`src/rtl/cpu_isa_pkg.sv`:
```
// Shared ISA definitions: opcode encodings, instruction field positions,
// instruction-memory extent and the fetch state encoding.
package cpu_isa_pkg;

  localparam int OPCODE_HI = 31;
  localparam int OPCODE_LO = 26;
  localparam int IMM26_HI  = 25;
  localparam int IMM26_LO  = 0;

  localparam logic [5:0] OP_NOP   = 6'b000000;
  localparam logic [5:0] OP_ADD   = 6'b000001;
  localparam logic [5:0] OP_SUB   = 6'b000010;
  localparam logic [5:0] OP_MUL   = 6'b000011;
  localparam logic [5:0] OP_AND   = 6'b000100;
  localparam logic [5:0] OP_OR    = 6'b000101;
  localparam logic [5:0] OP_XOR   = 6'b000110;
  localparam logic [5:0] OP_ADDI  = 6'b001000;
  localparam logic [5:0] OP_LOAD  = 6'b010000;
  localparam logic [5:0] OP_STORE = 6'b010001;
  localparam logic [5:0] OP_JUMP  = 6'b010101;
  localparam logic [5:0] OP_BRA   = 6'b010110;
  localparam logic [5:0] OP_ADDF  = 6'b100000;
  localparam logic [5:0] OP_SUBF  = 6'b100001;
  localparam logic [5:0] OP_MULF  = 6'b100010;

  localparam int IMEM_MAX_ADDR = 26;

  typedef enum logic {
    FETCH = 1'b0,
    FAULT = 1'b1
  } fetch_state_t;

endpackage

```
`src/rtl/fetch_next_pc.sv`:
```
// Next-PC selection for the fetch stage: redirect, early jump target,
// sequential increment, or hold.
module fetch_next_pc
  import cpu_isa_pkg::*;
#(
  parameter int ADDR_W  = 32,
  parameter int INSTR_W = 32
) (
  input  logic [ADDR_W-1:0]  pc,
  input  logic [INSTR_W-1:0] instr,
  input  logic               load,
  input  logic               redirect_valid,
  input  logic [ADDR_W-1:0]  redirect_pc,
  output logic [ADDR_W-1:0]  next_pc
);

  logic is_jump;

  assign is_jump = (instr[OPCODE_HI:OPCODE_LO] == OP_JUMP);

  always_comb begin
    next_pc = pc;
    if (redirect_valid) begin
      next_pc = redirect_pc;
    end else if (load) begin
      // Jump target is the zero-extended 26-bit word address
      next_pc = is_jump ? ADDR_W'(instr[IMM26_HI:IMM26_LO]) : pc + 1'b1;
    end
  end

endmodule

```
`src/rtl/instr_fetch_unit.sv`:
```
// Instruction fetch: PC register, one-entry fetch register with valid/ready
// toward decode, early jump resolution, branch redirect and range fault.
module instr_fetch_unit
  import cpu_isa_pkg::*;
#(
  parameter int ADDR_W   = 32,
  parameter int INSTR_W  = 32,
  parameter int MAX_ADDR = IMEM_MAX_ADDR,
  parameter int RESET_PC = 0
) (
  input  logic               clk,
  input  logic               reset,
  output logic [ADDR_W-1:0]  imem_addr,
  input  logic [INSTR_W-1:0] imem_data,
  input  logic               redirect_valid,
  input  logic [ADDR_W-1:0]  redirect_pc,
  input  logic               if_ready,
  output logic               if_valid,
  output logic [INSTR_W-1:0] if_instr,
  output logic [ADDR_W-1:0]  if_pc,
  output logic               fault
);

  logic [ADDR_W-1:0]  pc_p0;
  logic [ADDR_W-1:0]  next_pc;
  logic [ADDR_W-1:0]  pc_p1;
  logic [INSTR_W-1:0] instr_p1;
  logic               vld_p1;
  logic               in_range;
  logic               load;
  fetch_state_t       state_q, state_d;

  assign in_range  = (pc_p0 <= ADDR_W'(MAX_ADDR));
  assign imem_addr = pc_p0;
  assign if_valid  = vld_p1;
  assign if_instr  = instr_p1;
  assign if_pc     = pc_p1;
  assign fault     = (state_q == FAULT);

  fetch_next_pc #(
    .ADDR_W  (ADDR_W),
    .INSTR_W (INSTR_W)
  ) u_next_pc (
    .pc             (pc_p0),
    .instr          (imem_data),
    .load           (load),
    .redirect_valid (redirect_valid),
    .redirect_pc    (redirect_pc),
    .next_pc        (next_pc)
  );

  always_ff @(posedge clk) begin
    if (reset) begin
      state_q <= FETCH;
    end else begin
      state_q <= state_d;
    end
  end

  // Redirect wins over everything but reset; an out-of-range PC halts fetch
  always_comb begin
    state_d = state_q;
    load    = 1'b0;
    if (redirect_valid) begin
      state_d = FETCH;
    end else if (state_q == FETCH) begin
      if (!in_range) begin
        state_d = FAULT;
      end else if (!vld_p1 || if_ready) begin
        load = 1'b1;
      end
    end
  end

  // p0 -> p1: PC register feeds memory; fetch register captures the returned word
  always_ff @(posedge clk) begin
    if (reset) begin
      pc_p0    <= ADDR_W'(RESET_PC);
      vld_p1   <= 1'b0;
      instr_p1 <= '0;
      pc_p1    <= '0;
    end else begin
      pc_p0 <= next_pc;
      if (redirect_valid) begin
        vld_p1 <= 1'b0;
      end else if (load) begin
        vld_p1   <= 1'b1;
        instr_p1 <= imem_data;
        pc_p1    <= pc_p0;
      end else if (if_ready) begin
        vld_p1 <= 1'b0;
      end
    end
  end

endmodule
```
`config.mk`:
```
export PLATFORM = sky130hd
export DESIGN_NAME = instr_fetch_unit
export DESIGN_NICKNAME = d
export VERILOG_FILES = /design/src/rtl/cpu_isa_pkg.sv /design/src/rtl/fetch_next_pc.sv /design/src/rtl/instr_fetch_unit.sv
export SDC_FILE = /design/constraint.sdc
export NUM_CORES = 1
export LEC_CHECK = 0
export BUFFER_PORTS_ARGS = -buffer_cell sky130_fd_sc_hd__buf_2
export CAP_MARGIN = 0
export CELL_PAD_IN_SITES_DETAIL_PLACEMENT = 1
export CELL_PAD_IN_SITES_GLOBAL_PLACEMENT = 2
export CORE_MARGIN = 2
export CORE_UTILIZATION = 28
export DETAILED_ROUTE_END_ITERATION = 8
export GPL_TIMING_DRIVEN = 0
export PLACE_DENSITY_LB_ADDON = 0.25
export SLEW_MARGIN = 5
export SYNTH_ARGS = -nofsm -noshare
export SYNTH_HDL_FRONTEND = slang
export SYNTH_SLANG_ARGS = --single-unit
export TNS_END_PERCENT = 50
```
`constraint.sdc`:
```
create_clock -name clk -period 2.5 [get_ports clk]
set_input_delay 0.125 -clock clk [delete_from_list [all_inputs] [get_ports clk]]
set_output_delay 0.125 -clock clk [all_outputs]
set_load 0.02 [all_outputs]
```
Word-level counts from Yosys, hierarchy flattened
Cells that the tools add are included.

word-level totals
  bits in latches = 0
  word-level logic and storage cells = 26
  memories kept = 0
  ROM bits = 0
  flip-flop bits (word level) = 98
  bits in writable memories = 0

operators by class
  bitwise logic cells = 1
  $add $sub $neg = 1
  equality and inequality tests = 1
  mux-type cells = 11
  divide/modulo/power cells = 0
  reduce and logical (&&, ||, !) cells = 6
  multiply operators = 0
  shifts and indexed selects = 0
  order comparisons = 1

operator list
  operator                                                                number
  32-bit 2-to-1 mux                                                       3
  32-bit by 1-bit adder with 32-bit output, second input constant         1
  32-bit by 5-bit <= comparator with 1-bit output, second input constant  1
  1-bit 2-to-1 mux                                                        8
  6-bit by 5-bit equality test with 1-bit output, second input constant   1
  2-bit nonzero test                                                      2
  2-bit AND reduction                                                     1
  2-bit OR reduction                                                      1
  1-bit logical NOT                                                       1
  1-bit logical OR                                                        1
  1-bit NOT                                                               1

Depth between registers and ports, before layout
  depth in word-level cells = 8
  mapped depth = 8
  gate-level depth less buffers = 7

Modules after synthesis
Synthesis repeated with hierarchy kept, for this count alone.

second synthesis, totals
  cell total of the unflattened synthesis = 600
  area, all modules = 5,146.2 µm²

by module, submodules not included
  module            instances  cells each  area an instance (µm²)
  instr_fetch_unit  1          309         3,440.8
  fetch_next_pc     1          291         1,705.4

Worst setup path after synthesis
No wires, ideal clock.

  path type = register to register
  start point = register pc_p0[0], in the netlist imem_addr[0]
  end point = register pc_p0[23], in the netlist imem_addr[23]
  setup slack = 0.263 ns
  cell stages (with the launch flop) = 9
  period minus slack after synthesis = 2.237 ns
  arrival = 2.122 ns
  buffers on the path = 1
  cell sequence = dfxtp_1 -> inv_1 -> ha_1 -> nand2b_1 -> a21oi_1 -> o31a_1 -> clkbuf_1 -> o32ai_1 -> and2_1

on the way
  longest elaborated chain between the ends = 5
  elaborated cells between the ends (all ways) = 9
  classes of those cells = add/sub (1); order compare (1); mux (6); reduce/logical (1)

ends and longest elaborated chain
  element                                          line                    source
  start: declaration                               instr_fetch_unit.sv:24  logic [ADDR_W-1:0] pc_p0;
  start signal: assignment                         instr_fetch_unit.sv:78  pc_p0 <= ADDR_W'(RESET_PC);
  start signal: assignment                         instr_fetch_unit.sv:83  pc_p0 <= next_pc;
  32-bit by 5-bit <= comparator with 1-bit output  instr_fetch_unit.sv:33  assign in_range = (pc_p0 <= ADDR_W'(MAX_ADDR));
  1-bit 2-to-1 mux                                 instr_fetch_unit.sv:67  if (!in_range) begin
  1-bit 2-to-1 mux                                 instr_fetch_unit.sv:66  end else if (state_q == FETCH) begin
  1-bit 2-to-1 mux                                 instr_fetch_unit.sv:64  if (redirect_valid) begin
  2-bit nonzero test (no line)                     -

Several ways; a longest one is shown, not always the timed one. The select of a mux whose other input is x is not followed.
A chain may end at the register's enable or synchronous reset.

Final worst setup path
  start point = register pc_p0[2], in the netlist imem_addr[2]
  end point = register pc_p0[31], in the netlist imem_addr[31]

The elaborated chain is that of the path after synthesis.

==> impl_metrics.json <==
{
  "final_cells": 844,
  "finalPower_mw": 3.505,
  "grt_max_degree": 21,
  "vias": 4341,
  "start_util": 0.2853,
  "grt_pass1_vias": 4494,
  "drtPass1Iterations": 4,
  "drive_above_1_share": 0.3160,
  "yosysTopAreaCellShare": 0.4557,
  "core_um2": 15090,
  "setup_viol": 0,
  "slew_headroom": 0.2421,
  "slowest_stage": "nor4_4",
  "critical_path.max_fanout": 8,
  "io_buffers": 163,
  "max-vdd-ir-drop_mv": 0.2683,
  "areaGrowthSynthToFinish_pct": 34.26,
  "cts_buffers": 9,
  "seqPwrFrac": 0.471,
  "r2r_start": "imem_addr[2]",
  "arrival_ps": 2690,
  "fmax_ghz": 0.4123,
  "ys_ff_latch": 98,
  "drtAntennaViolNets": 0,
  "dpl.hpwl_um": 12910,
  "hold_viol": 0,
  "tns_ps": 0,
  "async_flop_share": 0,
  "clkTransAtPathRegs_ps": 80,
  "drc": 0,
  "synth_edf_count": 0,
  "die_w_um": 128,
  "synth_area_leaders": "dfxtp_1 46%, mux2i_1 9.1%, nor2_1 5.3%",
  "hold_end": "if_instr[25]",
  "synth_common_cells": "98 x dfxtp_1, 61 x nor2_1, 39 x mux2i_1, 28 x and2_1, 26 x nand3_1",
  "power_switching_mw": 1.038,
  "crit_path_max_incr_delay_ps": 650,
  "grt_usage": 0.2094,
  "pin_count": 166,
  "rows": 45,
  "wl_per_cell_um": 20.19,
  "fin_crit_sh": 0.9701,
  "vias_per_cell": 5.143,
  "worst_pin_slew_ps": 1122,
  "finClkSkew_ps": 7.714,
  "outcome": "complete, no violations",
  "cp-end-kind": "register",
  "fin_util": 0.3831,
  "ys_seq_area_frac": 0.4557,
  "yosysMostFrequentCell": "dfxtp_1",
  "post-place-ws_ps": -288.1,
  "synth.largest_area_cell": "dfxtp_1",
  "rsz0062_at_grt": "yes",
  "cts_tree": "done",
  "dp.cells": 821,
  "p_int_mw": 2.467,
  "syn-num-nets": 540,
  "sw_frac_of_total": 0.2962,
  "synthCells": 470,
  "critPathLaunchType": "register",
  "power_density_nw_per_um2": 606.4,
  "crit_chain": "clkbuf_4, nand4_1, nor4_4, nand3_1, o31a_1, a2111oi_4",
  "grt_pass1_wl_um": 25690,
  "hold_depth": 3,
  "nets": 720,
  "routed_wirelength_um": 17040,
  "min_period_ps": 2425,
  "fillers": 1821,
  "synth.distinct_cells": 63,
  "postSynthAreaPerCell_um2": 9.160,
  "dieArea_um2": 16380,
  "path_class": "reg -> reg",
  "cts_buffer_depth": 2,
  "cts_htree_levels": 3,
  "cap_violations": 0,
  "clkPwrFrac": 0.412,
  "insertion_delay_ps": 370,
  "netlist_area_um2": 4305,
  "ys.flop_type": "dfxtp_1",
  "gp_congestion": 0.9113,
  "fp.dieH_um": 128,
  "synth_warnings": 0,
  "antenna_found_initial": 1,
  "crit_required_ps": 2760,
  "p_comb_frac": 0.117,
  "p_leak_nw": 2.487,
  "r2r_cells": 6,
  "r2r-end": "imem_addr[31]",
  "drv_slew": 0,
  "r2r_slack_ps": 70,
  "gr-total-overflow": 0,
  "drt_iter0_markers": 160,
  "worst_slack_ps": 74.72,
  "cts.sinks": 98,
  "hp-class": "in -> reg",
  "hp-start": "imem_data[25]",
  "cts_root_buf": "clkbuf_16"
}
worst max-delay path, delay by kind of cell, from the launching register on:
family	cells	cell delay [ps]
and+or+nand+nor	3	1190
buffers and inverters	1	190
DFF	1	320
AOI/OAI and AO/OA	2	620
logic make-up (layout without fill, tap and decap cells):
group	after synthesis	in the layout	share of synthesized area
flip-flops	98	98	0.4557
XOR/XNOR	7	7	0.01424
adder cells (fa/ha/maj)	2	2	0.005811
AO/OA/AOI/OAI	86	86	0.1453
AND/OR/NAND/NOR	195	195	0.2427
buffers and inverters	43	228	0.04562
multiplexers	39	39	0.09067
other	0	1	0
layout make-up:
cell class | instances | area (um2) | share of cell area
antenna | 1 | 2.502 | 0.0004329
multi-input combinational | 329 | 2195 | 0.3797
inverter | 11 | 41.29 | 0.007143
tap | 188 | 235.2 | 0.04069
clock inverter | 7 | 81.33 | 0.01407
buffer | 32 | 167.7 | 0.02900
timing repair buffer | 169 | 868.3 | 0.1502
clock buffer | 9 | 225.2 | 0.03896
sequential | 98 | 1964 | 0.3398
registers in the layout, indices dropped and copies added (netlist names):
signal	flops
if_valid	1
fault	1
imem_addr	32
if_instr	32
if_pc	32
metal layers:
metal  GRT usage  part of all wire
met5           0           0.00065
met4     0.09438             0.024
met3     0.04048             0.047
met2      0.3438              0.47
met1      0.2670              0.45
power groups by stage:
| stage | clock, mW | sequential, mW | combinational, mW |
|---|---|---|---|
| final | 1.44 | 1.65 | 0.411 |
| after CTS | 1.49 | 1.65 | 0.401 |
| after global routing | 1.55 | 1.66 | 0.452 |
| after detailed placement | 0 | 1.69 | 0.394 |
| after global placement | 0 | 1.68 | 0.387 |
| after floorplan | 0 | 1.71 | 0.177 |
metrics by stage:
stage               instance area, um2  hold WS, ps
floorplan                         4305        250.5
global placement                  5356        344.8
detailed placement                5356        359.7
CTS                               5698        9.035
global route                      5778        18.69
finish                            5781        15.56
worst max-delay path by stage:
stage,start,end,slack [ps],cells after the start
after floorplan,imem_addr[0],imem_addr[23],260,8
after global placement,imem_addr[0],imem_addr[23],-230,8
after detailed placement,imem_addr[0],imem_addr[2],-290,8
after CTS,imem_addr[19],imem_addr[16],-10,6
after global routing,imem_addr[2],imem_addr[31],-130,6
final,imem_addr[2],imem_addr[31],70,6
what timing repair did:
item	in CTS	in global routing
endpoints found under the setup margin	40	56
endpoints found under the hold margin	3	0
pin swaps	0	2
hold buffers	3	0
gates cloned	0	0
gates resized for setup	2	16
buffers inserted	0	3
placed cells by master (no fill, tap or decap), types with 4 or more instances in the layout:
cell type  synthesis  routed
a211oi_1          12      12
a21oi_1           20      19
a31o_1             5       5
and2_1            28      28
and3_1             5       5
buf_2              4     164
buf_6              4       4
clkbuf_1          23      19
clkbuf_16          0       9
clkbuf_2           0       4
dfxtp_1           98      96
inv_1             10      10
mux2i_1           39      39
nand2_1           20      20
nand2b_1           5       5
nand3_1           26      26
nand4_1            8       8
nor2_1            61      61
nor3_1            15      15
nor4_1             8       7
o21ai_0            7       7
o32ai_1            4       4
o41ai_1            4       4
xnor2_1            5       5
No activity file was read; power rests on OpenSTA's default activity.
